==> src/rtl/ifetch.sv <==
// Instruction fetch stage: PC, credit-limited imem requests, 2-entry instruction queue,
// and redirect handling that discards stale in-flight responses.
module ifetch #(
  parameter logic [31:0] RESET_PC = 32'h0000_0000,
  parameter logic [31:0] NOP_INSN = 32'h0000_0013
) (
  input  logic        clk,
  input  logic        rst,
  output logic        imem_req_valid,
  input  logic        imem_req_ready,
  output logic [31:0] imem_addr,
  input  logic        imem_rsp_valid,
  input  logic [31:0] imem_rdata,
  input  logic        redirect,
  input  logic [31:0] redirect_pc,
  output logic [31:0] prog,
  output logic [31:0] prog_pc,
  output logic        prog_valid,
  input  logic        prog_ready
);

  logic [31:0] r_fetch_pc;
  logic [31:0] r_rsp_pc;
  logic [1:0]  r_live;
  logic [1:0]  r_drop;
  logic [1:0]  r_occ;
  logic [31:0] r_q0_insn;
  logic [31:0] r_q0_pc;
  logic [31:0] r_q1_insn;
  logic [31:0] r_q1_pc;

  logic [2:0]  w_used;
  logic        w_pop;
  logic        w_fire;
  logic        w_rsp_drop;
  logic        w_rsp_live;
  logic        w_push;
  logic [31:0] w_target;
  logic [1:0]  w_live_nxt;
  logic [1:0]  w_drop_nxt;
  logic [1:0]  w_occ_nxt;

  // Every slot is either in flight (live or stale) or occupied, so a live response always fits.
  assign w_used         = {1'b0, r_live} + {1'b0, r_drop} + {1'b0, r_occ};
  assign w_pop          = prog_valid & prog_ready;
  assign imem_req_valid = !rst && (w_used < (3'd2 + {2'b00, w_pop}));
  assign w_fire         = imem_req_valid & imem_req_ready;
  assign imem_addr      = r_fetch_pc;

  assign w_rsp_drop = imem_rsp_valid && (r_drop != 2'd0);
  assign w_rsp_live = imem_rsp_valid && (r_drop == 2'd0);
  assign w_push     = w_rsp_live && !redirect;
  assign w_target   = redirect_pc & 32'hFFFF_FFFC;

  always_comb begin
    w_live_nxt = r_live;
    w_drop_nxt = r_drop;
    w_occ_nxt  = r_occ;
    if (redirect) begin
      // Everything still in flight becomes stale; a response this cycle retires one of them.
      w_live_nxt = '0;
      w_drop_nxt = r_drop + r_live + {1'b0, w_fire} - {1'b0, imem_rsp_valid};
      w_occ_nxt  = '0;
    end else begin
      w_live_nxt = r_live + {1'b0, w_fire} - {1'b0, w_rsp_live};
      w_drop_nxt = r_drop - {1'b0, w_rsp_drop};
      w_occ_nxt  = r_occ + {1'b0, w_push} - {1'b0, w_pop};
    end
  end

  always_ff @(posedge clk) begin
    if (rst) begin
      r_fetch_pc <= RESET_PC;
      r_rsp_pc   <= RESET_PC;
      r_live     <= '0;
      r_drop     <= '0;
      r_occ      <= '0;
    end else begin
      r_live <= w_live_nxt;
      r_drop <= w_drop_nxt;
      r_occ  <= w_occ_nxt;
      if (redirect) begin
        r_fetch_pc <= w_target;
        r_rsp_pc   <= w_target;
      end else begin
        if (w_fire) r_fetch_pc <= r_fetch_pc + 32'd4;
        if (w_push) r_rsp_pc   <= r_rsp_pc + 32'd4;
      end
    end
  end

  // Queue payload needs no reset: visibility is governed solely by r_occ.
  always_ff @(posedge clk) begin
    if (w_push && ((r_occ == 2'd0) || ((r_occ == 2'd1) && w_pop))) begin
      r_q0_insn <= imem_rdata;
      r_q0_pc   <= r_rsp_pc;
    end else if (w_pop) begin
      r_q0_insn <= r_q1_insn;
      r_q0_pc   <= r_q1_pc;
    end
    if (w_push && (((r_occ == 2'd1) && !w_pop) || (r_occ == 2'd2))) begin
      r_q1_insn <= imem_rdata;
      r_q1_pc   <= r_rsp_pc;
    end
  end

  assign prog_valid = (r_occ != 2'd0);
  assign prog       = prog_valid ? r_q0_insn : NOP_INSN;
  assign prog_pc    = prog_valid ? r_q0_pc : 32'h0000_0000;

endmodule

==> config.mk <==
export PLATFORM = sky130hd
export DESIGN_NAME = ifetch
export DESIGN_NICKNAME = d
export VERILOG_FILES = /design/src/rtl/ifetch.sv
export SDC_FILE = /design/constraint.sdc
export NUM_CORES = 1
export LEC_CHECK = 0
export BUFFER_PORTS_ARGS = -buffer_cell sky130_fd_sc_hd__buf_2
export CORE_MARGIN = 4
export CORE_UTILIZATION = 35
export CTS_CLUSTER_SIZE = 28
export DETAILED_ROUTE_END_ITERATION = 10
export GPL_TIMING_DRIVEN = 0
export PLACE_DENSITY_LB_ADDON = 0.3
export RECOVER_POWER = 50
export SYNTH_ARGS = -nofsm -noshare
export SYNTH_HDL_FRONTEND = slang
export SYNTH_SLANG_ARGS = --single-unit
==> constraint.sdc <==
create_clock -name clk -period 13.45 [get_ports clk]
set_clock_uncertainty 0.15 [all_clocks]
set_input_delay 2.0175 -clock clk [delete_from_list [all_inputs] [get_ports clk]]
set_output_delay 2.0175 -clock clk [all_outputs]
set_load 0.01 [all_outputs]
==> results of run 1 <==
-- logic make-up (layout without fill, tap and decap cells) --
logic type | after synthesis | in the layout | share of synthesized area (%)
AO/OA/AOI/OAI | 112 | 112 | 9.01
XOR/XNOR | 46 | 46 | 4.64
adder cells (fa/ha/maj) | 13 | 13 | 2.13
buffers and inverters | 80 | 273 | 4.18
flip-flops | 190 | 190 | 58.1
multiplexers | 63 | 63 | 8.15
other | 1 | 4 | 0.0432
AND/OR/NAND/NOR | 204 | 204 | 13.8
-- cell usage after synthesis, drive strengths merged, types with 5 or more instances --
| cell type | instances |
|---|---|
| a21oi | 33 |
| mux2 | 62 |
| ha | 10 |
| nor2b | 60 |
| o31a | 24 |
| o21bai | 5 |
| nand3 | 27 |
| nor2 | 15 |
| xor2 | 37 |
| edfxtp | 124 |
| dfxtp | 66 |
| nor4 | 17 |
| clkbuf | 23 |
| inv | 39 |
| and4 | 7 |
| nor3 | 12 |
| a21boi | 32 |
| nand4 | 18 |
| xnor2 | 9 |
| nand2 | 22 |
| and3 | 11 |
| buf | 17 |
-- routing by layer --
layer  wire (µm)  vias to the layer above  track usage (%)
met5           0                        -                0
met4         229                        0             4.09
met3        1330                       14             3.28
met2        8930                      183             22.4
met1        9800                     2742             21.1
li1            -                     2943                -
-- area by class of cell --
class,instances,area [µm²],share of cell area (%)
buffer,40,210,2.03
clock buffer,19,453,4.37
clock inverter,13,104,1.00
inverter,40,150,1.45
multi-input combinational,442,3270,31.5
sequential,190,5040,48.6
tap,324,405,3.91
timing repair buffer,161,736,7.09
-- worst paths after layout --
kind / startpoint / to / slack (ns)
setup / recovery: imem_rsp_valid / r_q1_insn[12]$_DFFE_PP_ / 6.98
hold / removal: r_rsp_pc[7]$_SDFFE_PP0P_ / r_q1_pc[7]$_DFFE_PP_ / 0.37
setup reg to reg: r_drop[0]$_SDFF_PP0_ / r_q1_insn[12]$_DFFE_PP_ / 8.36
hold reg to reg: r_rsp_pc[7]$_SDFFE_PP0P_ / r_q1_pc[7]$_DFFE_PP_ / 0.37
-- state kept, by name, summed over array words and instances (netlist names) --
name       flops
r_occ          2
r_rsp_pc      30
r_live         2
r_q1_pc       30
r_q0_insn     32
imem_addr     30
r_q1_insn     32
r_q0_pc       30
r_drop         2
-- stage by stage --
stage	std cells	setup WS, ns
6_report	1229	6.98
5_1_grt	1229	6.41
4_1_cts	1229	7.98
3_5_place_dp	1197	8.00
3_3_place_gp	1196	5.84
2_1_floorplan	712	7.54
-- where the power goes --
part	internal [µW]	leakage (µW)	total (µW)	switching (µW)
Clock	257	0.000282	476	219
Combinational	85.8	0.00188	195	109
Sequential	672	0.00169	700	27.9
==> results_tabular.tex, run 1 <==
\begin{tabular}{lr}
\hline
Metric & Value \\
\hline
\multicolumn{2}{l}{\textbf{Worst setup path}} \\
\quad Endpoint type of the worst setup path & flip-flop \\
\quad Reg2reg path depth & 6 \\
\quad Cell mode on critical path & sky130\_fd\_sc\_hd\_\_clkbuf\_1 \\
\quad Slowest stage delay, CP & 1.95 ns \\
\quad Crit-path cells & clkbuf\_1, or3b\_1, clkbuf\_1, inv\_1, nand2\_1, nor2\_1, clkbuf\_1 \\
\quad Worst endpoint data arrival time & 6.33 ns \\
\quad Number of cells on the critical path & 7 \\
\quad Largest delay contributor family on the critical path & simple AND/OR/NAND/NOR gates \\
\quad Biggest fanout along the worst timing path & 32 \\
\quad Startpoint class of the critical path & input port \\
\quad Number of buffers and inverters on the critical path & 4 \\
\quad Endpoint required time on the critical path & around 13 ns \\
\quad Max stage delay cell, worst path & sky130\_fd\_sc\_hd\_\_nor2\_1 \\
\quad Worst Setup Path Type & input port to flip-flop \\
\multicolumn{2}{l}{\textbf{Clock tree}} \\
\quad Clock slew seen by the registers of the worst setup and hold paths & 0.07 ns \\
\quad Level count of the clock H-tree & 4 \\
\quad Worst skew pair latency & 0.42 ns \\
\quad TritonCTS clock tree & done \\
\quad Post-cts repair resize count & 0 \\
\quad Clock buffers created by TritonCTS & 17 \\
\quad Number of clock sinks & 190 \\
\quad Post-cts hold buffer count & 0 \\
\quad Master cell of the clock root buffer & sky130\_fd\_sc\_hd\_\_clkbuf\_16 \\
\quad Setup fix buffers added after clock tree synthesis & 0 \\
\quad Max Root-Sink Buffers & 2 \\
\multicolumn{2}{l}{\textbf{Placed design}} \\
\quad Placed cell area & 9940 µm² \\
\quad Half-perimeter wire length after detailed placement & 14,900 µm \\
\quad Number of buffers added on ports & 160 \\
\quad GPL Wtd Cong & 0.811 \\
\multicolumn{2}{l}{\textbf{Flow run}} \\
\quad Max Cap Viol & 3 \\
\multicolumn{2}{l}{\textbf{Floorplan}} \\
\quad Placeable core region & 24,400 µm² \\
\quad Starting density of the core & 35.6\% \\
\quad I/O pin count & 168 \\
\quad Die area & 27,400 µm² \\
\quad Horizontal die dimension & between 150 and 200 µm \\
\quad Site Rows & 57 \\
\quad Overall die height & 166 µm \\
\multicolumn{2}{l}{\textbf{GRT}} \\
\quad Pin count of the biggest net entering global routing & 63 \\
\quad Via count of the first global-routing pass & 5,672 \\
\quad Antenna violations before repair & 0 \\
\quad GRT Overall Usage & 14.7\% \\
\quad First-pass GRT wire length & 31,100 µm \\
\quad Total global routing overflow & 0 \\
\multicolumn{2}{l}{\textbf{Finish}} \\
\quad Leading cell type in the layout, fill and taps excluded & sky130\_fd\_sc\_hd\_\_edfxtp\_1 \\
\quad Number of diodes & 0 \\
\quad Commonest non-fill, non-tap cells in the layout & sky130\_fd\_sc\_hd\_\_edfxtp\_1 (124), sky130\_fd\_sc\_hd\_\_buf\_2 (105), sky130\_fd\_sc\_hd\_\_clkbuf\_1 (82) \\
\quad Relative area change from synthesis to final layout & 19.4\% \\
\quad Net count reported at finish & 975 \\
\quad Proportion of layout cells with a drive suffix above 1 & roughly 22\% \\
\quad Fin util & 42.5\% \\
\quad Fill count & 2,365 \\
\quad Finished layout cell area & 10,400 µm² \\
\multicolumn{2}{l}{\textbf{Timing}} \\
\quad Count of endpoints failing setup in the final report & 0 \\
\quad Final critical-path required period & 6.47 ns \\
\quad Slew headroom & -73.8\% \\
\quad Fin Hold WS & between 0.3 and 0.4 ns \\
\quad Transition at the pin with the smallest max-transition slack & 2.60 ns \\
\quad Hold violation total from the final report & 0 \\
\quad Unrepaired setup endpoints after global routing & no \\
\quad Setup TNS & 0 ns \\
\quad Final-report max-slew violation count & 75 \\
\quad Peak Freq & $\sim$0.15 GHz \\
\quad Period Utilization, post-route & 48.1\% \\
\multicolumn{2}{l}{\textbf{Detailed routing}} \\
\quad Antenna-violating nets left & 0 \\
\quad Total wire length after detailed routing & 20,300 µm \\
\quad Overall via count from detail\_route & 5,882 \\
\quad Detailed-route vias per instance & 4.79 \\
\quad WL per Instance & $\sim$17 µm \\
\quad Iteration count of the initial detailed-routing pass & 4 \\
\quad DRC violation count after routing & 0 \\
\quad Initial detailed-routing violation count & 255 \\
\multicolumn{2}{l}{\textbf{Pwr}} \\
\quad Cell leakage power & 0.00385 µW \\
\quad VDD IR max & around 57 µV \\
\quad Design Power & 1370 µW \\
\quad Power density relative to cell area & about 130 nW/µm² \\
\multicolumn{2}{l}{\textbf{Synth}} \\
\quad Sequential area share after synthesis & between 50\% and 60\% \\
\quad Library cell occupying the most area in the post-synthesis netlist & sky130\_fd\_sc\_hd\_\_edfxtp\_1 \\
\quad Leading register cell type out of synthesis & sky130\_fd\_sc\_hd\_\_edfxtp\_1 \\
\quad Post-synthesis average cell area & 12.3 µm² \\
\quad Asr flop ratio synth & 0\% \\
\quad Number of enable-type register cells in the synthesized netlist & 124 \\
\quad Top cells by area in the synthesized netlist & sky130\_fd\_sc\_hd\_\_edfxtp\_1 (43\%), sky130\_fd\_sc\_hd\_\_dfxtp\_1 (15\%), sky130\_fd\_sc\_hd\_\_mux2\_2 (6.6\%) \\
\quad Post-synth design cell area & 8690 µm² \\
\quad Synth unique cells & 50 \\
\quad Synth Instances & slightly above 700 \\
\quad Yosys warning total & 0 \\
\quad Number of storage elements in the synthesis netlist & 190 \\
\quad Top cell type's share of synthesized area & 42.9\% \\
\multicolumn{2}{l}{\textbf{Run status}} \\
\quad Violations in the final reports & capacitance limit, slew limit \\
\quad Result of the run & complete, but fails checks \\
\multicolumn{2}{l}{\textbf{Hold path}} \\
\quad Type of the worst min-delay path & flip-flop to flip-flop \\
\quad Cells on Worst Hold Path & 0 \\
\hline
\end{tabular}
No activity file was read; power rests on OpenSTA's default activity.
==> run 2, diff against run 1 <==
- clock period: 13.45 -> 5.8 ns (I/O delays scaled with it)
==> run 2 against run 1 <==
The flow still finishes with violations (capacitance limit, slew limit). Routed wire length rose by 0.23%. Core utilization about the same. Sequential power increased by 130%. First-iteration DRC count up 2.0%. Via count barely moved. Setup slack got worse by 5.6 ns. Hold slack got worse by 0.0030 ns. Power up 130%. Critical path type unchanged. Largest power group unchanged. Highest routed layer unchanged.
==> results_tabular.tex, run 2 (same netlist as run 1, synthesis figures left out) <==
\begin{tabular}{lr}
\hline
Metric & Value \\
\hline
\multicolumn{2}{l}{\textbf{Run status}} \\
\quad Result of the run & complete, but fails checks \\
\quad Violations in the final reports & capacitance limit, slew limit \\
\multicolumn{2}{l}{\textbf{Clock tree}} \\
\quad Clock buffers created by TritonCTS & 17 \\
\quad Post-cts repair resize count & 0 \\
\quad TritonCTS clock tree & done \\
\quad Level count of the clock H-tree & 4 \\
\quad Number of clock sinks & between 150 and 200 \\
\quad Clock slew seen by the registers of the worst setup and hold paths & roughly 0.070 ns \\
\quad Post-cts hold buffer count & 0 \\
\quad Setup fix buffers added after clock tree synthesis & 0 \\
\quad Worst skew pair latency & 0.42 ns \\
\quad Master cell of the clock root buffer & sky130\_fd\_sc\_hd\_\_clkbuf\_16 \\
\quad Max Root-Sink Buffers & 2 \\
\multicolumn{2}{l}{\textbf{GRT}} \\
\quad Pin count of the biggest net entering global routing & 63 \\
\quad GRT Overall Usage & 14.7\% \\
\quad Antenna violations before repair & 0 \\
\quad First-pass GRT wire length & 31,100 µm \\
\quad Total global routing overflow & 0 \\
\quad Via count of the first global-routing pass & $\sim$5,700 \\
\multicolumn{2}{l}{\textbf{Worst setup path}} \\
\quad Worst Setup Path Type & input port to flip-flop \\
\quad R2r startpoint & r\_drop[0]\$\_SDFF\_PP0\_ \\
\quad Endpoint required time on the critical path & 5.69 ns \\
\quad FF-to-FF End & r\_q0\_insn[21]\$\_DFFE\_PP\_ \\
\quad Reg2reg path depth & 7 \\
\quad Biggest fanout along the worst timing path & 62 \\
\quad Worst endpoint data arrival time & 4.31 ns \\
\quad Endpoint type of the worst setup path & flip-flop \\
\quad Startpoint class of the critical path & input port \\
\quad Minimum setup slack among reg-to-reg paths & 1.63 ns \\
\multicolumn{2}{l}{\textbf{Detailed routing}} \\
\quad Initial detailed-routing violation count & 260 \\
\quad Antenna-violating nets left & 0 \\
\quad WL per Instance & 16.5 µm \\
\quad Detailed-route vias per instance & 4.79 \\
\quad Iteration count of the initial detailed-routing pass & 5 \\
\quad Overall via count from detail\_route & 5,884 \\
\quad DRC violation count after routing & 0 \\
\quad Total wire length after detailed routing & 20,300 µm \\
\multicolumn{2}{l}{\textbf{Floorplan}} \\
\quad Placeable core region & 24,400 µm² \\
\quad Overall die height & 166 µm \\
\quad Die area & 27,400 µm² \\
\quad I/O pin count & 168 \\
\quad Starting density of the core & 35.6\% \\
\quad Horizontal die dimension & 166 µm \\
\quad Site Rows & 57 \\
\multicolumn{2}{l}{\textbf{Pwr}} \\
\quad Cell leakage power & 0.00385 µW \\
\quad Part of the total power dissipated in sequential elements & 51.1\% \\
\quad Combinational share of power & 14.2\% \\
\quad VDD IR max & 132 µV \\
\quad Switching power of the nets & 826 µW \\
\quad Switching part of the total power & 26.0\% \\
\quad Portion of total power attributed to the clock network & roughly a third \\
\quad Internal power & 2350 µW \\
\quad Power density relative to cell area & 306 nW/µm² \\
\multicolumn{2}{l}{\textbf{Finish}} \\
\quad Proportion of layout cells with a drive suffix above 1 & between 20\% and 30\% \\
\quad Number of diodes & 0 \\
\quad Leading cell type in the layout, fill and taps excluded & sky130\_fd\_sc\_hd\_\_edfxtp\_1 \\
\quad Commonest non-fill, non-tap cells in the layout & sky130\_fd\_sc\_hd\_\_edfxtp\_1 (124), sky130\_fd\_sc\_hd\_\_buf\_2 (107), sky130\_fd\_sc\_hd\_\_clkbuf\_1 (81) \\
\quad Net count reported at finish & between 900 and 1,000 \\
\quad Register Area & 5040 µm² \\
\quad Multi-input gate area & between 3000 and 4000 µm² \\
\quad Largest registers & r\_q0\_insn (32), r\_q1\_insn (32) \\
\quad Number of standard cells in the final layout excluding fillers & 1,229 \\
\quad Relative area change from synthesis to final layout & 19.4\% \\
\quad Fill count & 2,366 \\
\multicolumn{2}{l}{\textbf{Hold path}} \\
\quad Launch point of the worst hold path & r\_rsp\_pc[16]\$\_SDFFE\_PP0P\_ \\
\quad Type of the worst min-delay path & flip-flop to flip-flop \\
\quad Cells on Worst Hold Path & 0 \\
\quad Hold Path Sink & r\_q1\_pc[16]\$\_DFFE\_PP\_ \\
\multicolumn{2}{l}{\textbf{Timing}} \\
\quad Period Utilization, post-route & 76.1\% \\
\quad Final setup slack of the worst path & 1.39 ns \\
\quad Peak Freq & around 0.23 GHz \\
\quad Hold violation total from the final report & 0 \\
\quad Final-report max-slew violation count & 41 \\
\quad Count of endpoints failing setup in the final report & 0 \\
\quad Final critical-path required period & $\sim$4.4 ns \\
\quad Transition at the pin with the smallest max-transition slack & around 2.8 ns \\
\quad Unrepaired setup endpoints after global routing & no \\
\quad Slew headroom & -84.1\% \\
\multicolumn{2}{l}{\textbf{Placed design}} \\
\quad Half-perimeter wire length after detailed placement & 14,900 µm \\
\quad Worst setup timing slack at the placement stage & 1.87 ns \\
\quad GPL Wtd Cong & 0.811 \\
\quad Number of buffers added on ports & 160 \\
\quad Cell total after placement & 1,197 \\
\multicolumn{2}{l}{\textbf{Flow run}} \\
\quad Max Cap Viol & 2 \\
\hline
\end{tabular}
[run 2: changes by cell type in the layout (fill, tap and decap cells not counted), sizes merged]
cell	delta
buf	+1
clkbuf	-1
[run 2: critical path, stage by stage]
cell                       delay [ns]
sky130_fd_sc_hd__clkbuf_1        0.18
sky130_fd_sc_hd__or3b_1          0.36
sky130_fd_sc_hd__clkbuf_1        0.16
sky130_fd_sc_hd__inv_1           0.15
sky130_fd_sc_hd__nand2_1         0.12
sky130_fd_sc_hd__nor3_1          1.43
sky130_fd_sc_hd__buf_6           0.29
sky130_fd_sc_hd__or2_4           0.69
[run 2: through the flow]
stage	hold WS [ns]	total power, µW	util (%)	cell area, µm²	setup TNS, ns
2_1_floorplan	0.294	1950	-	8700	0
3_3_place_gp	0.347	2120	40.6	9910	-40.75
3_5_place_dp	0.353	2120	40.7	9940	0
4_1_cts	0.373	3240	43.0	10500	0
5_1_grt	0.384	3330	42.5	10400	0
6_report	0.370	3180	42.5	10400	0
[run 2: how the worst max path moves through the flow]
stage,startpoint,to,slack [ns]
floorplan,imem_rsp_valid,r_q1_insn[0]$_DFFE_PP_,1.04
global placement,imem_rsp_valid,r_q1_insn[18]$_DFFE_PP_,-0.66
detailed placement,imem_rsp_valid,r_q0_insn[1]$_DFFE_PP_,1.87
CTS,r_occ[1]$_SDFF_PP0_,imem_req_valid,2.01
global route,imem_rsp_valid,r_q0_insn[4]$_DFFE_PP_,1.05
finish,imem_rsp_valid,r_q0_insn[21]$_DFFE_PP_,1.39
[run 2: power by group through the flow]
stage          registers, µW  logic, µW  clock network, µW
2_1_floorplan           1640        313                  0
3_5_place_dp            1650        471                  0
4_1_cts                 1620        474               1140
3_3_place_gp            1650        466                  0
5_1_grt                 1640        505               1190
6_report                1620        450               1100
[run 2: metal layers]
metal / global-route usage, % / routed length [µm] / vias up
met5: 0 / 0 / -
met4: 4.09 / 231 / 0
met3: 3.28 / 1280 / 15
met2: 22.4 / 8980 / 177
met1: 21.1 / 9840 / 2752
li1: - / - / 2940
[run 2: cell type report]
cell class / count / share of cell area [%]
Buffer: 40 / 1.88
Inverter: 40 / 1.45
Tap cell: 324 / 3.91
Timing Repair Buffer: 161 / 7.27
Clock inverter: 13 / 1.00
Multi-Input combinational cell: 442 / 31.5
Sequential cell: 190 / 48.6
Clock buffer: 19 / 4.37
==> run 3, diff against run 2 <==
- clock period: 5.8 -> 4.27 ns (I/O delays scaled with it)
==> run 3 against run 2 <==
The flow still finishes with violations (capacitance limit, slew limit). Combinational power up 37%. Clock power up 36%. Hold slack worse by 0.12 ns. Sequential share of layout area about the same. Non-clock buffer count unchanged. Core utilization about the same. Register-to-register slack worse by 0.79 ns. Die area unchanged. Via count up 1.1%. Clock-buffer cell count unchanged. Critical path type is now flip-flop to primary output. Largest power group unchanged. Highest routed layer unchanged.
==> results_tabular.tex, run 3 (same netlist as run 1, synthesis figures left out) <==
\begin{tabular}{lr}
\hline
Metric & Value \\
\hline
\multicolumn{2}{l}{\textbf{Clock tree}} \\
\quad TritonCTS clock tree & done \\
\quad Worst skew pair latency & 0.43 ns \\
\quad Post-cts repair resize count & 0 \\
\quad Master cell of the clock root buffer & sky130\_fd\_sc\_hd\_\_clkbuf\_16 \\
\quad Clock slew seen by the registers of the worst setup and hold paths & 0.07 ns \\
\quad Level count of the clock H-tree & 4 \\
\quad Clock buffers created by TritonCTS & 17 \\
\quad Number of clock sinks & 190 \\
\quad Max Root-Sink Buffers & 2 \\
\quad Setup fix buffers added after clock tree synthesis & 0 \\
\quad Post-cts hold buffer count & 0 \\
\multicolumn{2}{l}{\textbf{Worst setup path}} \\
\quad Worst Setup Path Type & flip-flop to primary output \\
\quad Startpoint class of the critical path & flip-flop \\
\quad Biggest fanout along the worst timing path & 10 \\
\quad FF-to-FF End & r\_live[1]\$\_SDFF\_PP0\_ \\
\quad Worst endpoint data arrival time & 2.72 ns \\
\quad Endpoint type of the worst setup path & primary output \\
\quad R2r startpoint & r\_occ[1]\$\_SDFF\_PP0\_ \\
\quad Endpoint required time on the critical path & 3.48 ns \\
\quad Minimum setup slack among reg-to-reg paths & around 0.84 ns \\
\quad Reg2reg path depth & 13 \\
\multicolumn{2}{l}{\textbf{GRT}} \\
\quad Antenna violations before repair & 0 \\
\quad Via count of the first global-routing pass & just under 6,000 \\
\quad First-pass GRT wire length & between 30,000 and 40,000 µm \\
\quad Total global routing overflow & 0 \\
\quad Pin count of the biggest net entering global routing & 63 \\
\quad GRT Overall Usage & between 10\% and 20\% \\
\multicolumn{2}{l}{\textbf{Finish}} \\
\quad Net count reported at finish & 975 \\
\quad Finished layout cell area & approximately 10,000 µm² \\
\quad Number of diodes & 0 \\
\quad Fin util & between 40\% and 50\% \\
\quad Commonest non-fill, non-tap cells in the layout & sky130\_fd\_sc\_hd\_\_edfxtp\_1 (124), sky130\_fd\_sc\_hd\_\_buf\_2 (103), sky130\_fd\_sc\_hd\_\_clkbuf\_1 (89) \\
\quad Relative area change from synthesis to final layout & 19.3\% \\
\quad Leading cell type in the layout, fill and taps excluded & sky130\_fd\_sc\_hd\_\_edfxtp\_1 \\
\quad Proportion of layout cells with a drive suffix above 1 & between 20\% and 30\% \\
\quad Largest registers & r\_q0\_insn (32), r\_q1\_insn (32) \\
\multicolumn{2}{l}{\textbf{Placed design}} \\
\quad Placed cell area & 9940 µm² \\
\quad Half-perimeter wire length after detailed placement & 14,800 µm \\
\quad GPL Wtd Cong & 0.833 \\
\quad Number of buffers added on ports & 160 \\
\multicolumn{2}{l}{\textbf{Detailed routing}} \\
\quad Overall via count from detail\_route & 5,951 \\
\quad Detailed-route vias per instance & between 4 and 5 \\
\quad Total wire length after detailed routing & 20,400 µm \\
\quad WL per Instance & roughly 17 µm \\
\quad Antenna-violating nets left & 0 \\
\quad Initial detailed-routing violation count & 369 \\
\quad Iteration count of the initial detailed-routing pass & 4 \\
\quad DRC violation count after routing & 0 \\
\multicolumn{2}{l}{\textbf{Timing}} \\
\quad Period Utilization, post-route & 82.3\% \\
\quad Fin Hold WS & 0.252 ns \\
\quad Hold violation total from the final report & 0 \\
\quad Peak Freq & 0.285 GHz \\
\quad Slew headroom & -9.89\% \\
\quad Count of endpoints failing setup in the final report & 0 \\
\quad Final critical-path required period & 3.51 ns \\
\quad Final-report max-slew violation count & 31 \\
\quad Transition at the pin with the smallest max-transition slack & $\sim$1.6 ns \\
\quad Unrepaired setup endpoints after global routing & no \\
\multicolumn{2}{l}{\textbf{Pwr}} \\
\quad Cell leakage power & 0.00381 µW \\
\quad Power density relative to cell area & 417 nW/µm² \\
\quad Design Power & 4320 µW \\
\quad VDD IR max & slightly above 200 µV \\
\multicolumn{2}{l}{\textbf{Floorplan}} \\
\quad Site Rows & 57 \\
\quad I/O pin count & approximately 170 \\
\quad Horizontal die dimension & 166 µm \\
\quad Overall die height & 166 µm \\
\quad Starting density of the core & 35.6\% \\
\quad Placeable core region & between 20,000 and 25,000 µm² \\
\quad Die area & 27,400 µm² \\
\multicolumn{2}{l}{\textbf{Run status}} \\
\quad Violations in the final reports & capacitance limit, slew limit \\
\quad Result of the run & complete, but fails checks \\
\multicolumn{2}{l}{\textbf{Flow run}} \\
\quad Max Cap Viol & 1 \\
\multicolumn{2}{l}{\textbf{Hold path}} \\
\quad Launch point of the worst hold path & imem\_rdata[2] \\
\quad Hold Path Sink & r\_q1\_insn[2]\$\_DFFE\_PP\_ \\
\quad Cells on Worst Hold Path & 1 \\
\quad Type of the worst min-delay path & input port to flip-flop \\
\hline
\end{tabular}
run 3: cell count changes in the layout (fill, tap and decap cells not counted), moves of 2 or more:
cell,before,now
sky130_fd_sc_hd__clkbuf_1,81,89
sky130_fd_sc_hd__buf_2,107,103
sky130_fd_sc_hd__clkbuf_8,2,0
sky130_fd_sc_hd__clkinv_2,3,1
sky130_fd_sc_hd__clkinvlp_4,2,4
run 3: worst max-delay path by stage:
stage / endpoint / from / cells past startpoint
6_report: imem_req_valid / r_occ[1]$_SDFF_PP0_ / 8
5_1_grt: imem_req_valid / r_occ[1]$_SDFF_PP0_ / 8
4_1_cts: imem_req_valid / r_occ[1]$_SDFF_PP0_ / 8
3_5_place_dp: r_q0_insn[11]$_DFFE_PP_ / imem_rsp_valid / 8
3_3_place_gp: r_q1_insn[11]$_DFFE_PP_ / imem_rsp_valid / 6
2_1_floorplan: r_q1_insn[0]$_DFFE_PP_ / imem_rsp_valid / 5
run 3: layout make-up:
class | count | area [µm²]
buffer | 40 | 188
clock buffer | 19 | 433
clock inverter | 12 | 113
fill | 2396 | 14000
inverter | 40 | 150
multi-input combinational | 442 | 3280
sequential | 190 | 5040
tap | 324 | 405
timing repair buffer | 161 | 749
run 3: critical path: stages, from the launching register on:
cell and delay (ns):
sky130_fd_sc_hd__dfxtp_1 0.41, sky130_fd_sc_hd__inv_1 0.14, sky130_fd_sc_hd__fa_1 0.50, sky130_fd_sc_hd__inv_1 0.04
sky130_fd_sc_hd__ha_1 0.28, sky130_fd_sc_hd__o21ai_1 0.22, sky130_fd_sc_hd__clkbuf_1 0.38, sky130_fd_sc_hd__and2_1 0.20
sky130_fd_sc_hd__buf_2 0.13
run 3: where the power goes:
part	total, µW	switching, µW	internal (µW)	leakage (µW)
clock network	1500	696	805	0.000254
logic	615	350	265	0.00187
registers	2200	86.4	2120	0.00169
total	4320	1130	3190	0.00381
run 3: metrics by stage:
step | std cells | setup slack (ns) | setup TNS (ns)
after global routing | 1228 | 0.556 | 0
after CTS | 1228 | 0.713 | 0
final | 1228 | 0.757 | 0
after floorplan | 712 | 0.776 | 0
after detailed placement | 1197 | 0.532 | 0
after global placement | 1196 | -0.279 | -16.98
run 3: routing by layer:
layer / share of wire, % / global-route usage (%) / wire [µm] / up-vias
met2: 44 / 22.7 / 8910 / 198
met3: 6.3 / 3.55 / 1290 / 12
met1: 49 / 21.9 / 9980 / 2807
li1: - / - / - / 2934
met5: 0 / 0 / 0 / -
met4: 0.87 / 3.82 / 178 / 0
